===== src/rtl/fe_gshare_bpred.sv =====
// ---------------------------------------------------------------------------
// fe_gshare_bpred
//   Gshare direction predictor plus a direct-mapped BTB for the fetch stage.
//   Lookup is purely combinational on lk_pc.
//
//   Global history is shifted speculatively on every consumed BTB hit. It is
//   repaired from the echoed snapshot when a branch resolves as mispredicted.
//
//   After reset, an init sequencer walks the PHT, writing PHT_INIT into every
//   entry and clearing the BTB valid bits. ready is held low until that walk
//   is complete.
//
// Ports
//   clk, reset        clock, synchronous active-high reset
//   ready             init sequence finished, predictions are live
//   lk_valid, lk_pc   fetch lookup (lk_valid = prediction consumed this cycle)
//   pred_taken        predicted taken
//   pred_target       predicted next PC
//   pred_idx          PHT index used for this lookup, echoed back later
//   pred_hist         history snapshot taken before this lookup
//   up_*              resolved-branch training port from AGEX
// ---------------------------------------------------------------------------
module fe_gshare_bpred #(
    parameter int         DBITS     = 32,
    parameter int         PHT_BITS  = 8,
    parameter int         HIST_BITS = 8,
    parameter int         BTB_BITS  = 4,
    parameter logic [1:0] PHT_INIT  = 2'b01
) (
    input  logic                 clk,
    input  logic                 reset,
    output logic                 ready,
    input  logic                 lk_valid,
    input  logic [DBITS-1:0]     lk_pc,
    output logic                 pred_taken,
    output logic [DBITS-1:0]     pred_target,
    output logic [PHT_BITS-1:0]  pred_idx,
    output logic [HIST_BITS-1:0] pred_hist,
    input  logic                 up_valid,
    input  logic                 up_taken,
    input  logic                 up_mispred,
    input  logic [DBITS-1:0]     up_pc,
    input  logic [DBITS-1:0]     up_target,
    input  logic [PHT_BITS-1:0]  up_idx,
    input  logic [HIST_BITS-1:0] up_hist
);

    localparam int PHT_ENTRIES = 1 << PHT_BITS;
    localparam int BTB_ENTRIES = 1 << BTB_BITS;
    localparam int TAG_BITS    = DBITS - BTB_BITS - 2;

    typedef enum logic {
        ST_INIT = 1'b0,
        ST_RUN  = 1'b1
    } state_t;

    state_t                 state_reg;
    logic [PHT_BITS-1:0]    init_cnt_reg;
    logic [HIST_BITS-1:0]   spec_hist_reg;
    logic [HIST_BITS-1:0]   spec_hist_next;

    logic [1:0]             pht_mem [PHT_ENTRIES];
    logic [BTB_ENTRIES-1:0] btb_valid_reg;
    logic [TAG_BITS-1:0]    btb_tag_mem [BTB_ENTRIES];
    logic [DBITS-1:0]       btb_target_mem [BTB_ENTRIES];

    logic                   running;
    logic [PHT_BITS-1:0]    hist_ext;
    logic [PHT_BITS-1:0]    lk_idx;
    logic [BTB_BITS-1:0]    lk_btb_idx;
    logic [TAG_BITS-1:0]    lk_tag;
    logic                   lk_hit;
    logic                   lk_taken;
    logic [DBITS-1:0]       pc_plus4;

    logic [BTB_BITS-1:0]    up_btb_idx;
    logic [TAG_BITS-1:0]    up_tag;
    logic [1:0]             up_cnt;
    logic [1:0]             up_cnt_next;
    logic                   btb_wr_en;
    logic [BTB_ENTRIES-1:0] btb_clr;
    logic [BTB_ENTRIES-1:0] btb_set;

    // The byte-offset bits of up_pc carry no information for a word-aligned branch.
    logic                   unused_up_pc_lsb;
    assign unused_up_pc_lsb = ^up_pc[1:0];

    assign running = (state_reg == ST_RUN);
    assign ready   = running;

    // ---------------------------------------------------------------------
    // Lookup
    // ---------------------------------------------------------------------
    always_comb begin
        hist_ext                  = '0;
        hist_ext[HIST_BITS-1:0]   = spec_hist_reg;
    end

    assign lk_idx     = lk_pc[PHT_BITS+1:2] ^ hist_ext;
    assign lk_btb_idx = lk_pc[BTB_BITS+1:2];
    assign lk_tag     = lk_pc[DBITS-1:BTB_BITS+2];
    assign pc_plus4   = lk_pc + DBITS'(4);

    // Gating by running is what makes the uninitialised BTB harmless during INIT.
    assign lk_hit      = running && btb_valid_reg[lk_btb_idx] && (btb_tag_mem[lk_btb_idx] == lk_tag);
    assign lk_taken    = lk_hit && pht_mem[lk_idx][1];
    assign pred_taken  = lk_taken;
    assign pred_target = lk_taken ? btb_target_mem[lk_btb_idx] : pc_plus4;
    assign pred_idx    = lk_idx;
    assign pred_hist   = spec_hist_reg;

    // ---------------------------------------------------------------------
    // Speculative history: a mispredict repair overrides a same-cycle shift
    // ---------------------------------------------------------------------
    always_comb begin
        spec_hist_next = spec_hist_reg;
        if (up_valid && up_mispred) begin
            spec_hist_next = {up_hist[HIST_BITS-2:0], up_taken};
        end else if (lk_valid && lk_hit) begin
            spec_hist_next = {spec_hist_reg[HIST_BITS-2:0], lk_taken};
        end
    end

    always_ff @(posedge clk) begin
        if (reset) begin
            state_reg     <= ST_INIT;
            init_cnt_reg  <= '0;
            spec_hist_reg <= '0;
        end else begin
            case (state_reg)
                ST_INIT: begin
                    init_cnt_reg <= init_cnt_reg + 1'b1;
                    if (init_cnt_reg == {PHT_BITS{1'b1}}) begin
                        state_reg <= ST_RUN;
                    end
                end
                default: begin
                    spec_hist_reg <= spec_hist_next;
                end
            endcase
        end
    end

    // ---------------------------------------------------------------------
    // PHT: one write port shared by the init walk and training
    // ---------------------------------------------------------------------
    assign up_cnt = pht_mem[up_idx];

    always_comb begin
        up_cnt_next = up_cnt;
        if (up_taken) begin
            if (up_cnt != 2'b11) begin
                up_cnt_next = up_cnt + 2'd1;
            end
        end else if (up_cnt != 2'b00) begin
            up_cnt_next = up_cnt - 2'd1;
        end
    end

    always_ff @(posedge clk) begin
        if (!reset) begin
            if (!running) begin
                pht_mem[init_cnt_reg] <= PHT_INIT;
            end else if (up_valid) begin
                pht_mem[up_idx] <= up_cnt_next;
            end
        end
    end

    // ---------------------------------------------------------------------
    // BTB: only taken branches allocate, so not-taken ones never evict
    // ---------------------------------------------------------------------
    assign up_btb_idx = up_pc[BTB_BITS+1:2];
    assign up_tag     = up_pc[DBITS-1:BTB_BITS+2];
    assign btb_wr_en  = running && up_valid && up_taken;

    genvar gi;
    generate
        for (gi = 0; gi < BTB_ENTRIES; gi++) begin : g_btb_valid
            assign btb_clr[gi] = !running && (init_cnt_reg == PHT_BITS'(gi));
            assign btb_set[gi] = btb_wr_en && (up_btb_idx == BTB_BITS'(gi));
        end
    endgenerate

    always_ff @(posedge clk) begin
        if (!reset) begin
            btb_valid_reg <= (btb_valid_reg & ~btb_clr) | btb_set;
        end
    end

    always_ff @(posedge clk) begin
        if (!reset && btb_wr_en) begin
            btb_tag_mem[up_btb_idx]    <= up_tag;
            btb_target_mem[up_btb_idx] <= up_target;
        end
    end

endmodule


===== config.mk =====
export PLATFORM = sky130hd
export DESIGN_NAME = fe_gshare_bpred
export DESIGN_NICKNAME = d
export VERILOG_FILES = /design/src/rtl/fe_gshare_bpred.sv
export SDC_FILE = /design/constraint.sdc
export NUM_CORES = 2
export LEC_CHECK = 0
export CORE_ASPECT_RATIO = 1.4
export CORE_MARGIN = 2
export CORE_UTILIZATION = 40
export CTS_BUF_LIST = sky130_fd_sc_hd__clkbuf_4 sky130_fd_sc_hd__clkbuf_8
export DETAILED_ROUTE_END_ITERATION = 8
export DONT_BUFFER_PORTS = 1
export PLACE_DENSITY = 0.61
export REMOVE_ABC_BUFFERS = 1
export SLEW_MARGIN = 25
export SYNTH_ARGS = -nofsm -noshare
export SYNTH_HDL_FRONTEND = slang
export SYNTH_SLANG_ARGS = --single-unit

===== constraint.sdc =====
create_clock -name clk -period 16.45 [get_ports clk]
set_input_delay 1.645 -clock clk [delete_from_list [all_inputs] [get_ports clk]]
set_output_delay 1.645 -clock clk [all_outputs]
set_load 0.02 [all_outputs]

== Yosys cells after proc, flatten, opt, wreduce, memory -nomap -nowiden ==
Memory sizes are Yosys's and may differ from the RTL's.
Cells that the tools add are included.

* Add/subtract/negate cells: 4
* Order comparisons: 1
* Equal/unequal tests: 33
* Mux-type cells: 22
* Bitwise gates (word level): 4
* Reduce and logical (&&, ||, !) cells: 48

{| class="wikitable"
|+ Operators with widths
! cell !! number
|-
| == test 8 x 4 -> 1 bit (second input constant) || 8
|-
| logical AND 1 bit || 40
|-
| adder 32 x 3 -> 32 bit (second input constant) || 1
|-
| == test 4 bit (second input constant) || 8
|-
| == test 8 x 3 -> 1 bit (second input constant) || 4
|-
| 2-to-1 mux 32 bit || 1
|-
| == test 26 bit || 1
|-
| 2-to-1 mux 8 bit || 3
|-
| AND 16 bit || 1
|-
| == test 4 x 3 -> 1 bit (second input constant) || 4
|-
| == test 8 x 2 -> 1 bit (second input constant) || 2
|-
| inverter 16 bit || 1
|-
| OR 16 bit || 1
|-
| 2-to-1 mux 1 bit || 13
|-
| adder 8 x 1 -> 8 bit (second input constant) || 1
|-
| == test 4 x 2 -> 1 bit (second input constant) || 2
|-
| == test 8 x 1 -> 1 bit (second input constant) || 1
|-
| == test 8 bit (second input constant) || 1
|-
| logical NOT 8 bit || 1
|-
| 2-to-1 mux 2 bit || 4
|-
| bitwise XOR 8 bit || 1
|-
| less-than comparator 4 x 5 -> 1 bit (second input constant) || 1
|-
| binary-select mux 1 bit (select 4 bit) || 1
|-
| == test 4 x 1 -> 1 bit (second input constant) || 1
|-
| other kinds (8) || 10
|}

* Flip-flop bits (word level): 33
* RAM bits: 1440
* Bits of input ports: 118
* Output and inout port bits: 50
* Logic and storage cells: 119
* Memories: 3

{| class="wikitable"
|+ Memories
! name !! depth !! width !! read ports !! clocked after Yosys merged registers in !! write ports !! line !! source
|-
| btb_target_mem || 16 || 32 || 1 || 0 || 1 || 65 || <nowiki>logic [DBITS-1:0] btb_target_mem [BTB_ENTRIES];</nowiki>
|-
| pht_mem || 256 || 2 || 2 || 0 || 1 || 62 || <nowiki>logic [1:0] pht_mem [PHT_ENTRIES];</nowiki>
|-
| btb_tag_mem || 16 || 26 || 1 || 0 || 1 || 64 || <nowiki>logic [TAG_BITS-1:0] btb_tag_mem [BTB_ENTRIES];</nowiki>
|}

== Depth between registers and ports, before layout ==
* Depth after elaboration: 7
* Depth in mapped cells: 16
* Mapped depth without buffers: 10

== Worst setup path before layout ==
OpenSTA, ideal clock, no wires.

* Path type: in2reg
* Start: input port up_idx[0]
* End: memory pht_mem[0][0] (data pin)
* Library setup time: 2.187 ns
* Arrival: 14.437 ns
* Data required time: 14.263 ns
* Setup slack: -0.175 ns
* Cell stages on the path: 10
* Path buffers: 3
* Cells stage by stage: clkbuf_1 clkbuf_1 buf_1 mux4_2 mux4_2 mux4_2 nand2_1 and4_1 a21oi_1 o21ai_0

* Word-level cells in the longest chain between the ends: 5
* Elaborated cells between the ends (all ways): 9
* Those cells by class: add/sub: 2; eq/ne: 1; mux: 4; reduce/logical: 1; memory: 1

{| class="wikitable"
|+ RTL lines
! item !! line !! source
|-
| start, declared || 44 || <nowiki>input logic [PHT_BITS-1:0] up_idx,</nowiki>
|-
| memory (256 x 2 bit) (*) || -- ||
|-
| subtractor 2 x 1 -> 2 bit (tied with other cells) || 156 || <nowiki>up_cnt_next = up_cnt - 2'd1;</nowiki>
|-
| 2-to-1 mux 2 bit, on equally long branches || 155, 152 ||
|-
| 2-to-1 mux 2 bit (*) || 151 || <nowiki>if (up_taken) begin</nowiki>
|-
| 2-to-1 mux 2 bit (no source line) (*) || -- ||
|-
| end, declared || 62 ||
|}

Mark *: on every way between the ends. The rest lies on a longest branch, timed or not.

== Worst setup path after layout ==
* Start: input port lk_pc[2]
* End: output port pred_target[2]

* Word-level cells in the longest chain between the ends: 6
* Elaborated cells between the ends (all ways): 12
* Those cells by class: add/sub: 1; eq/ne: 1; mux: 3; bitwise: 1; reduce/logical: 3; memory: 3

{| class="wikitable"
|+ RTL lines
! item !! line !! source
|-
| start, declared || 34 || <nowiki>input logic [DBITS-1:0] lk_pc,</nowiki>
|-
| branches (longest 5 deep; another with memory (256 x 2 bit)) || -- ||
|-
| 2-to-1 mux 32 bit (*) || 108 || <nowiki>assign pred_target = lk_taken ? btb_target_mem[lk_btb_idx] : pc_plus4;</nowiki>
|-
| end, declared || 36 || <nowiki>output logic [DBITS-1:0] pred_target,</nowiki>
|}

Every way passes the cells marked *. The select of a mux whose other input is x is not followed.

==> reports/metrics.csv <==
metric,value,unit
fin_crit_sh,0.558,
seq_area,44100,sq um
leakage,22.0,nW
clock_latency,0.94,ns
rows,170,
grt_pass1_wl,229,mm
hold_depth,2,
synth-simple-area-share,0.0426,
finalHoldViolCount,0,
clkTransAtPathRegs,0.06,ns
wl_per_cell,28.9,um
hpwl,91.4,mm
final_cell_mix,"edfxtp_1 (1456), mux4_2 (463), nor2_1 (317)",
boundaryPins,168,
max_stage_delay,0.93,ns
powerDensity,109,nW/um^2
dieArea,158000,sq um
setup_slack,7.27,ns
cts_tree,yes,
core,154000,sq um
critical-path-top-delay-family,multiplexers,
end_kind,output pin,
die_y,470,um
setup_violations,0,
post-route-min-period,9.18,ns
outcome,finished clean,
muxShareOfSynthArea,0.200,
ys_types,70,
synth.yosys.seq_area_share,0.712,
arrival,7.53,ns
final_common_cell,edfxtp_1,
path_depth,11,
post_cts_buffers,0,
syn_inst,3163,
grt_usage,0.202,
synth_top_area_frac,0.706,
fin_nets,3376,
multiInputGateArea,17000,sq um
critPathSlowestCell,or4b_4,
rsz0062_at_grt,no,
clockBufferDepth,3,
vias,31500,
fmax,109,MHz
drtAntennaViolNets,0,
gp_congestion,0.838,
grt_start_max_net_pins,273,
synthTopCellsByArea,"edfxtp_1 (71%), mux4_2 (17%), mux2i_1 (2.0%), nor2_1 (2.0%), xnor2_1 (0.71%)",
yosysTopAreaCell,edfxtp_1,
place_worst_setup_slack,7.37,ns
start_kind,input port,
drc,0,
portBuffers,0,
skew,0.0701,ns
syn_area_per_cell,19.6,sq um
hold_class,flop to flop,
synth_xor_area_frac,0.00932,
path_max_fanout,220,
ys_ff_latch,1473,
cp.required,14.80,ns
grt-ovfl-total,0,
clock-root-buffer,clkbuf_8,
cts_buffers,219,
synth_compound_area_frac,0.0191,
grt_pass1_vias,33400,
antenna_found_initial,2,
syn_to_final_growth,11.5,%
synth_top_family_by_area,multiplexers,
tightestPinTransition,1.16,ns
cts_resized,0,
crit_type,input port to output pin,
ir_worst_vdd,0.0000866,V
r2r_cells,11,
synth-async-reset-ratio,0,
clock_sinks,1473,
drt_wl_total,159,mm
yosysWarnings,0,
path_cells,xnor2_2 > buf_4 > inv_4 > buf_4 > mux4_2 > mux4_2 > a22o_1 > or4_1 > a32oi_1 > or4b_4 > mux2i_1,
ctsHoldBuffers,0,
path_buf_inv,3,
slew_headroom,0.224,
tns,0,ns
slew_violations,0,
power.total,7.55,mW
die_w,337,um
firstDrtPassIters,5,
viasPerCell,5.71,
initial_core_util,0.403,
syn_area,61900,sq um
maxCapViolCount,0,
ys.flop_type,edfxtp_1,
cts_max_level,4,
synth-edff-count,1456,
synth_adder_area_share,0.00101,
drive_gt1_frac,0.278,
drt_iter0_drc,2893,
nFillCells,13200,
reg_top3,"btb_target_mem: 512 flops, pht_mem: 512 flops, btb_tag_mem: 416 flops",
-- worst min-delay path, delay by kind of cell, from the launching register on --
family	cells	cell delay (ns)
flops	1	0.34
compound gates	2	0.13
-- where the power goes --
part           switching [mW]  internal (mW)  total (mW)
combinational           0.135          0.153       0.288
sequential            0.00284           4.10        4.11
clock                    1.46           1.69        3.15
-- area by class of cell --
cell class	instances	share of cell area
inverters	23	0.00132
well taps	2064	0.0374
clock inverters	139	0.0179
repair buffers	64	0.00805
flip-flops and latches	1473	0.638
clock buffers	274	0.0501
multi-input cells	1472	0.247
diodes	5	0.000181
-- Yosys cell counts (16+ instances only) --
master / number
a22o_1: 16
a22oi_1: 20
buf_1: 33
buf_2: 22
buf_4: 18
clkbuf_1: 110
dfxtp_1: 17
edfxtp_1: 1456
inv_1: 20
mux2_4: 28
mux2i_1: 125
mux4_2: 463
nand2_1: 103
nand2b_1: 18
nand3_1: 45
nand4_1: 16
nor2_1: 330
o21ai_0: 61
xnor2_1: 50
-- worst paths after layout --
path                           from                end  slack, ns
setup / recovery           lk_pc[2]     pred_target[2]       7.27
hold / removal    btb_valid_reg[13]  btb_valid_reg[13]       0.59
setup reg to reg       pred_hist[0]       pred_hist[0]      10.32
hold reg to reg   btb_valid_reg[13]  btb_valid_reg[13]       0.59
-- through the flow --
stage / util / area [sq um] / hold WS, ns / instances
after global routing: 0.449 / 69000 / 0.623 / 5510
after detailed placement: 0.419 / 64300 / 0.574 / 5096
after CTS: 0.449 / 69000 / 0.591 / 5509
after floorplan: - / 61000 / 0.536 / 2968
after global placement: 0.418 / 64200 / 0.559 / 5092
final: 0.449 / 69000 / 0.589 / 5514
-- layer usage --
metal,GRT usage,wire length [um],share of wire
met5,0,0,0
met4,0.0685,4990,0.031
met3,0.0605,13900,0.087
met2,0.342,80400,0.50
met1,0.245,60100,0.38
-- kinds of logic (layout without fill, tap and decap cells) --
family	count (synthesis)	in the layout
flip-flops	1473	1473
XOR/XNOR	65	65
other	0	5
adder cells (fa/ha/maj)	5	5
multiplexers	634	634
AND/OR/NAND/NOR	598	598
AO/OA/AOI/OAI	170	170
buffers and inverters	218	500
(Power assumes the default switching activity.)
